<file path="src/rtl/reg_bus_initiator.sv">
// reg_bus_initiator
// Initiator for an 8-bit select/write/addr/wdata/rdata register bus. Register
// read/write commands are accepted on a valid/ready port and buffered in a
// FIFO. Each command becomes one bus access, and each command gets one
// response (read data or write ack) back on a valid/ready port.
//
// Ports
//   clk, rstn                      clock (posedge), async active-low reset
//   cmd_valid/cmd_ready            command handshake (cmd_ready = !full)
//   cmd_write/cmd_addr/cmd_wdata   command fields
//   rsp_valid/rsp_ready            response handshake
//   rsp_write/rsp_err/rsp_rdata    response fields (err = unmapped address)
//   select/write/addr/wdata        registered bus outputs
//   rdata                          bus read data (combinational from responder)
//   busy                           FIFO non-empty or FSM not idle
module reg_bus_initiator #(
  parameter int         DEPTH      = 4,
  parameter int         GAP_CYCLES = 0,
  parameter logic [7:0] ADDR_MAX   = 8'h48
) (
  input  logic       clk,
  input  logic       rstn,
  input  logic       cmd_valid,
  output logic       cmd_ready,
  input  logic       cmd_write,
  input  logic [7:0] cmd_addr,
  input  logic [7:0] cmd_wdata,
  output logic       rsp_valid,
  input  logic       rsp_ready,
  output logic       rsp_write,
  output logic       rsp_err,
  output logic [7:0] rsp_rdata,
  output logic       select,
  output logic       write,
  output logic [7:0] addr,
  output logic [7:0] wdata,
  input  logic [7:0] rdata,
  output logic       busy
);

  localparam int              PW       = $clog2(DEPTH);
  localparam int              CW       = PW + 1;
  localparam logic [CW-1:0]   FULL_CNT = CW'(DEPTH);
  localparam logic [3:0]      GAP_INIT = 4'(GAP_CYCLES);

  typedef enum logic [1:0] {
    IDLE   = 2'd0,
    ACCESS = 2'd1,
    RESP   = 2'd2,
    GAP    = 2'd3
  } state_t;

  // Mapped registers sit on 8-byte boundaries up to ADDR_MAX.
  function automatic logic is_mapped(input logic [7:0] a);
    return (a[2:0] == 3'b000) && (a <= ADDR_MAX);
  endfunction

  // FIFO entry layout: {write, addr[7:0], wdata[7:0]}
  logic [16:0]   fifo_mem_q [DEPTH];
  logic [PW-1:0] wr_ptr_q, wr_ptr_d;
  logic [PW-1:0] rd_ptr_q, rd_ptr_d;
  logic [CW-1:0] count_q, count_d;

  state_t        state_q, state_d;
  logic          select_q, select_d;
  logic          write_q, write_d;
  logic [7:0]    addr_q, addr_d;
  logic [7:0]    wdata_q, wdata_d;
  logic          rsp_valid_q, rsp_valid_d;
  logic          rsp_write_q, rsp_write_d;
  logic          rsp_err_q, rsp_err_d;
  logic [7:0]    rsp_rdata_q, rsp_rdata_d;
  logic [3:0]    gap_cnt_q, gap_cnt_d;

  logic          push_s;
  logic          pop_s;
  logic [16:0]   head_s;
  logic          head_write_s;
  logic [7:0]    head_addr_s;
  logic [7:0]    head_wdata_s;

  assign head_s       = fifo_mem_q[rd_ptr_q];
  assign head_write_s = head_s[16];
  assign head_addr_s  = head_s[15:8];
  assign head_wdata_s = head_s[7:0];

  assign cmd_ready = (count_q != FULL_CNT);
  assign push_s    = cmd_valid && cmd_ready;

  // FIFO pointer and occupancy next-state; pointers wrap since DEPTH is a power of 2.
  always_comb begin
    wr_ptr_d = wr_ptr_q;
    rd_ptr_d = rd_ptr_q;
    count_d  = count_q;
    if (push_s) begin
      wr_ptr_d = wr_ptr_q + PW'(1);
    end else begin
      wr_ptr_d = wr_ptr_q;
    end
    if (pop_s) begin
      rd_ptr_d = rd_ptr_q + PW'(1);
    end else begin
      rd_ptr_d = rd_ptr_q;
    end
    case ({push_s, pop_s})
      2'b10:   count_d = count_q + CW'(1);
      2'b01:   count_d = count_q - CW'(1);
      default: count_d = count_q;
    endcase
  end

  // FIFO storage and pointers.
  always_ff @(posedge clk or negedge rstn) begin
    if (!rstn) begin
      for (int i = 0; i < DEPTH; i++) begin
        fifo_mem_q[i] <= 17'd0;
      end
      wr_ptr_q <= {PW{1'b0}};
      rd_ptr_q <= {PW{1'b0}};
      count_q  <= {CW{1'b0}};
    end else begin
      if (push_s) begin
        fifo_mem_q[wr_ptr_q] <= {cmd_write, cmd_addr, cmd_wdata};
      end
      wr_ptr_q <= wr_ptr_d;
      rd_ptr_q <= rd_ptr_d;
      count_q  <= count_d;
    end
  end

  // FSM next-state and registered-output values.
  always_comb begin
    state_d     = state_q;
    select_d    = select_q;
    write_d     = write_q;
    addr_d      = addr_q;
    wdata_d     = wdata_q;
    rsp_valid_d = rsp_valid_q;
    rsp_write_d = rsp_write_q;
    rsp_err_d   = rsp_err_q;
    rsp_rdata_d = rsp_rdata_q;
    gap_cnt_d   = gap_cnt_q;
    pop_s       = 1'b0;
    case (state_q)
      IDLE: begin
        if (count_q != {CW{1'b0}}) begin
          if (is_mapped(head_addr_s)) begin
            select_d = 1'b1;
            write_d  = head_write_s;
            addr_d   = head_addr_s;
            wdata_d  = head_wdata_s;
            state_d  = ACCESS;
          end else begin
            // Unmapped: answer with an error straight away, never touching the bus.
            pop_s       = 1'b1;
            rsp_valid_d = 1'b1;
            rsp_write_d = head_write_s;
            rsp_err_d   = 1'b1;
            rsp_rdata_d = 8'h00;
            state_d     = RESP;
          end
        end else begin
          state_d = IDLE;
        end
      end
      ACCESS: begin
        // Single-cycle access: responder commits/drives rdata during this cycle.
        pop_s       = 1'b1;
        select_d    = 1'b0;
        write_d     = 1'b0;
        rsp_valid_d = 1'b1;
        rsp_write_d = write_q;
        rsp_err_d   = 1'b0;
        rsp_rdata_d = write_q ? 8'h00 : rdata;
        state_d     = RESP;
      end
      RESP: begin
        if (rsp_ready) begin
          rsp_valid_d = 1'b0;
          if (GAP_INIT != 4'd0) begin
            gap_cnt_d = GAP_INIT;
            state_d   = GAP;
          end else begin
            state_d = IDLE;
          end
        end else begin
          state_d = RESP;
        end
      end
      GAP: begin
        if (gap_cnt_q <= 4'd1) begin
          gap_cnt_d = 4'd0;
          state_d   = IDLE;
        end else begin
          gap_cnt_d = gap_cnt_q - 4'd1;
          state_d   = GAP;
        end
      end
      default: begin
        state_d  = IDLE;
        select_d = 1'b0;
        write_d  = 1'b0;
      end
    endcase
  end

  // FSM state and registered bus/response outputs.
  always_ff @(posedge clk or negedge rstn) begin
    if (!rstn) begin
      state_q     <= IDLE;
      select_q    <= 1'b0;
      write_q     <= 1'b0;
      addr_q      <= 8'h00;
      wdata_q     <= 8'h00;
      rsp_valid_q <= 1'b0;
      rsp_write_q <= 1'b0;
      rsp_err_q   <= 1'b0;
      rsp_rdata_q <= 8'h00;
      gap_cnt_q   <= 4'd0;
    end else begin
      state_q     <= state_d;
      select_q    <= select_d;
      write_q     <= write_d;
      addr_q      <= addr_d;
      wdata_q     <= wdata_d;
      rsp_valid_q <= rsp_valid_d;
      rsp_write_q <= rsp_write_d;
      rsp_err_q   <= rsp_err_d;
      rsp_rdata_q <= rsp_rdata_d;
      gap_cnt_q   <= gap_cnt_d;
    end
  end

  assign select    = select_q;
  assign write     = write_q;
  assign addr      = addr_q;
  assign wdata     = wdata_q;
  assign rsp_valid = rsp_valid_q;
  assign rsp_write = rsp_write_q;
  assign rsp_err   = rsp_err_q;
  assign rsp_rdata = rsp_rdata_q;
  assign busy      = (count_q != {CW{1'b0}}) || (state_q != IDLE);

endmodule
</file>
<file path="config.mk">
export PLATFORM = sky130hd
export DESIGN_NAME = reg_bus_initiator
export DESIGN_NICKNAME = d
export VERILOG_FILES = /design/src/rtl/reg_bus_initiator.sv
export SDC_FILE = /design/constraint.sdc
export NUM_CORES = 1
export LEC_CHECK = 0
export CORE_MARGIN = 3
export CORE_UTILIZATION = 30
export CTS_BUF_LIST = sky130_fd_sc_hd__clkbuf_4
export CTS_CLUSTER_SIZE = 30
export DETAILED_ROUTE_END_ITERATION = 10
export SYNTH_ARGS = -nofsm -noshare
export SYNTH_HDL_FRONTEND = slang
export SYNTH_SLANG_ARGS = --single-unit
</file>
<file path="constraint.sdc">
create_clock -name clk -period 4.7 [get_ports clk]
set_input_delay 0.94 -clock clk [delete_from_list [all_inputs] [get_ports clk]]
set_output_delay 0.94 -clock clk [all_outputs]
set_load 0.02 [all_outputs]
</file>
[Yosys cells after proc, flatten, opt, wreduce, memory -nomap -nowiden]
Index checks and enable logic that the tools add are counted.
Operators by class
  mux-type cells: 34
  $add $sub $neg: 5
  bitwise logic cells: 2
  equal/unequal tests: 10
  reduce and logical (&&, ||, !) cells: 15
  $lt $le $gt $ge: 5
Operators with widths (count)
  $bwmux 68: 1
  $mux 17: 3
  $bmux 17 s2: 1
  $demux 17 s2: 1
  $mux 8: 3
  $pmux 8 s2: 1
  $mux 1: 11
  $pmux 1 s2: 5
  $reduce_and 3->1: 3
  $le 8x7->1 const B: 1
  $mux 2: 4
  $ne 2x2->1 const B: 4
  $pmux 2 s4: 1
  $eq 2x2->1 const B: 3
  $ge 3x3->1 const B: 2
  $not 2->3: 2
  $pmux 3 s2: 1
  $reduce_bool 2->1: 3
  $reduce_bool 3->1: 2
  $add 2x1->2 const B: 2
  $eq 2x1->1 const B: 2
  $le 4x1->1 const B: 1
  $mux 4: 1
  $reduce_and 4->1: 1
  other kinds (10): 12
Word-level totals
  input bits: 29
  logic and storage cells: 88
  output and inout port bits: 31
  register bits after elaboration: 110

[Logic depth before layout (Yosys ltp)]
  word-level depth: 11
  gate-level depth with buffers: 12
  mapped depth without buffers: 11

[Least setup slack after synthesis]
OpenSTA, ideal clock, no wires.
  path type: register to register
  start point: register rd_ptr_q[0]
  end point: register count_q[1]
  stages on the path, launching flop included: 11
  period minus slack after synthesis: 2549 ps
  arrival: 2467 ps
  slack: 2151 ps
  buffers on the path: 1
  library setup time: 83 ps
  required time: 4617 ps
  path through: dfrtp_1 buf_6 mux4_2 o21a_1 a31oi_4 nand2b_1 nand2_1 ha_1 inv_1 fa_1 o21ai_0
On the way
  word-level cells in the longest chain between the ends: 11
  elaborated cells between the ends (all ways): 14
  classes of those cells: order compare: 1; eq/ne: 2; mux: 7; bitwise: 1; reduce/logical: 3
RTL lines
  start, declared: line 61  | logic [PW-1:0] rd_ptr_q, rd_ptr_d;
  start signal, assigned: line 119  | rd_ptr_q <= {PW{1'b0}};
  start signal, assigned: line 126  | rd_ptr_q <= rd_ptr_d;
  $not 2->3 (implied by the code) (*): line 82  | assign head_s = fifo_mem_q[rd_ptr_q];
  $bmux 17 s2 (*): line 82
  $mux 17 (implied by the code) (*) (2 in series): line 82
  $le 8x7->1 or $logic_not 3->1 (tied branches): line 55  | return (a[2:0] == 3'b000) && (a <= ADDR_MAX);
  $logic_and 1x1->1 (*): line 55
  $mux 1 (*): line 147  | if (is_mapped(head_addr_s)) begin
  $mux 1 (*): line 146  | if (count_q != {CW{1'b0}}) begin
  $pmux 1 s2 (*): line 144  | case (state_q)
  net pop_s: line 76  | logic pop_s;
  $eq 2x1->1 or $eq 2x2->1 (tied branches): line 105  | case ({push_s, pop_s})
  $pmux 3 s2 or $reduce_bool 2->1 (tied branches)
  end signal, assigned: line 120  | count_q <= {CW{1'b0}};
  end signal, assigned: line 127  | count_q <= count_d;
  end, declared: line 62  | logic [CW-1:0] count_q, count_d;
The timed path passes the listed nets; every way through them passes the cells marked *. The select of a mux whose other input is x is not followed.
A chain may end at the register's enable or synchronous reset.

[Final worst setup path]
Ends and elaborated chain as after synthesis.

==> qor.yml <==
outcome: "finished, final reports clean"
ys_seq_elements: 110
layout-drive-gt1-share_pct: 28.3
powerDensity_mw_per_mm2: 630
ys_seq_area_share_pct: 56.3
final_nets: 446
critPathBufInv: 1
syn_area_mm2: 0.00489
dieWidth_um: 134
setup_viol: 0
grt_pass1_wl_um: 16200
syn_avg_cell_area_um2: 14.1
criticalPathCategory: "reg -> reg"
fin_tns_setup_ns: 0
slowest_delay_ns: 1.08
port-buffer-count: 59
postCtsSetupRepairBufs: 0
tightest_slew_ns: 1.07
cp.arrival_ns: 3.88
track_usage_pct: 11.5
cp-end-kind: "register"
cts_buffer_depth: 2
die_area_mm2: 0.0179
wl_per_cell_um: 15.3
synth.area.top_cells: "dfrtp_1, mux2_2, mux4_2"
cp-start-kind: "register"
synth_top_area_share_pct: 56.3
slew_headroom_pct: 28.6
initial_core_util_pct: 30.7
final_common_cell: "dfrtp_1"
hold_viol: 0
slowest_stage: "dfrtp_1"
place_hpwl_um: 6540
syn2layout_area_growth_pct: 18.7
drv_slew: 0
required_ns: 5.11
fin_crit_sh_pct: 73.8
grt_pass1_vias: 3093
yosys.cell_types.count: 44
stdcell_area_mm2: 0.00580
p_leak_uw: 0.00248
hold_class: "reg -> reg"
postSynthCellCount: 346
numCtsBuffers: 9
antenna_found_initial: 0
path_max_fanout: 19
numClockSinks: 110
clock-root-buffer: "clkbuf_4"
drt_iter0_drc: 111
min_period_ns: 3.47
timing.fmax_mhz: 288
worstPathCellList: "mux4_2 > o21a_1 > a31oi_4 > nand2b_1 > nand2_1 > ha_1 > inv_1 > fa_1 > o21ai_0"
ctsResizeCount: 0
yosysTopAreaCell: "dfrtp_1"
yosysWarnings: 0
dpl_cell_area_mm2: 0.00569
rsz0062_at_grt: "no"
cts_tree: "yes"
drv_cap: 0
cts_max_level: 3
path_clk_slew_ns: 0.16
vdd_drop_max_uv: 178
grt_max_degree: 74
fin_worst_skew_ns: 0.0252
vias: 2874
overflow: 0
num_antenna_cells: 0
gp_congestion: 0.702
drt.antenna.violating_nets: 0
core-area_mm2: 0.0159
ctsHoldBuffers: 0
path_delay_family: "flip-flops"
io_pins: 60
drt_pass1_iterations: 4
synth_nets: 387
insertion_delay_ns: 0.48
drc: 0
die_y_um: 134
mostFrequentLayoutCells: "dfrtp_1, mux2_2, clkdlybuf4s50_1"
row_count: 46
drt-total-wl_um: 9570
vias_per_cell: 4.59
kinds of logic after synthesis:
logic type	Yosys count	share of synthesized area, %
XOR/XNOR	5	0.896
flip-flops	110	56.3
AND/OR/NAND/NOR	59	5.78
AO/OA/AOI/OAI	24	3.69
multiplexers	104	27.2
buffers and inverters	32	2.92
adder cells (fa/ha/maj)	12	3.22
stage by stage:
stage	cells	hold WS, ns	total power [uW]	setup slack (ns)	util, %
global placement	610	0.471	3200	1.29	35.7
finish	626	0.497	3650	1.23	36.4
floorplan	346	0.474	2820	2.15	-
CTS	626	0.506	3710	1.16	36.4
global route	626	0.512	3940	0.980	36.4
detailed placement	610	0.474	3280	1.21	35.7
Yosys cell counts, drive strengths merged:
library cell,n
nor2,10
buf,4
nor3,3
nand4,1
and2,7
o22a,1
o22ai,2
o21a,2
a21oi,2
clkinv,1
o211a,1
xor2,3
a22oi,1
or3,1
fa,1
mux4,13
inv,19
a31oi,2
xnor2,2
o221ai,1
o21ai,7
dfrtp,110
a21boi,1
nor2b,1
nand3b,1
o311ai,1
clkbuf,8
mux2,82
a21o,1
ha,11
nand3,5
o31ai,1
mux2i,9
o211ai,1
nand2,24
nor4,3
nand2b,2
and3,1
sequential cells by signal, indices dropped and copies added (netlist names):
signal      count
count_q         3
addr            8
wr_ptr_q        2
fifo_mem_q     68
state_q         2
rsp_err         1
rsp_rdata       8
select          1
wdata           8
rsp_valid       1
write           1
gap_cnt_q       4
rd_ptr_q        2
rsp_write       1
worst paths after layout:
check	slack (ns)	endpoint	cells after the start	startpoint
setup / recovery	1.23	count_q[1]$_DFFE_PN0P_	9	rd_ptr_q[0]$_DFFE_PN0P_
hold / removal	0.50	addr[0]$_DFFE_PN0P_	1	addr[0]$_DFFE_PN0P_
setup reg to reg	1.23	count_q[1]$_DFFE_PN0P_	9	rd_ptr_q[0]$_DFFE_PN0P_
hold reg to reg	0.50	addr[0]$_DFFE_PN0P_	1	addr[0]$_DFFE_PN0P_
max in group asynchronous	3.12	fifo_mem_q[53]$_DFFE_PN0P_	2	rstn
min in group asynchronous	0.55	rsp_rdata[7]$_DFFE_PN0P_	1	rstn
power by group:
group	switching, uW	total [uW]	internal, uW	leakage [uW]
sequential	285	1640	1360	0.00135
clock	316	425	109	0.0000596
combinational	678	1590	908	0.00108
layout make-up:
cell class / instances / area (um2)
clock buffers: 9 / 67.6
clock inverters: 7 / 48.8
fillers: 1555 / 10100
inverters: 20 / 75.1
multi-input cells: 204 / 1990
flip-flops and latches: 110 / 2750
well taps: 216 / 270
repair buffers: 60 / 596
layer usage:
metal  wire [um]  GRT usage, %
met3         420          3.97
met4          92          2.57
met2        4690          18.9
met1        4370          14.8
met5           0             0
Note: power is estimated with default switching activity, not from simulation.
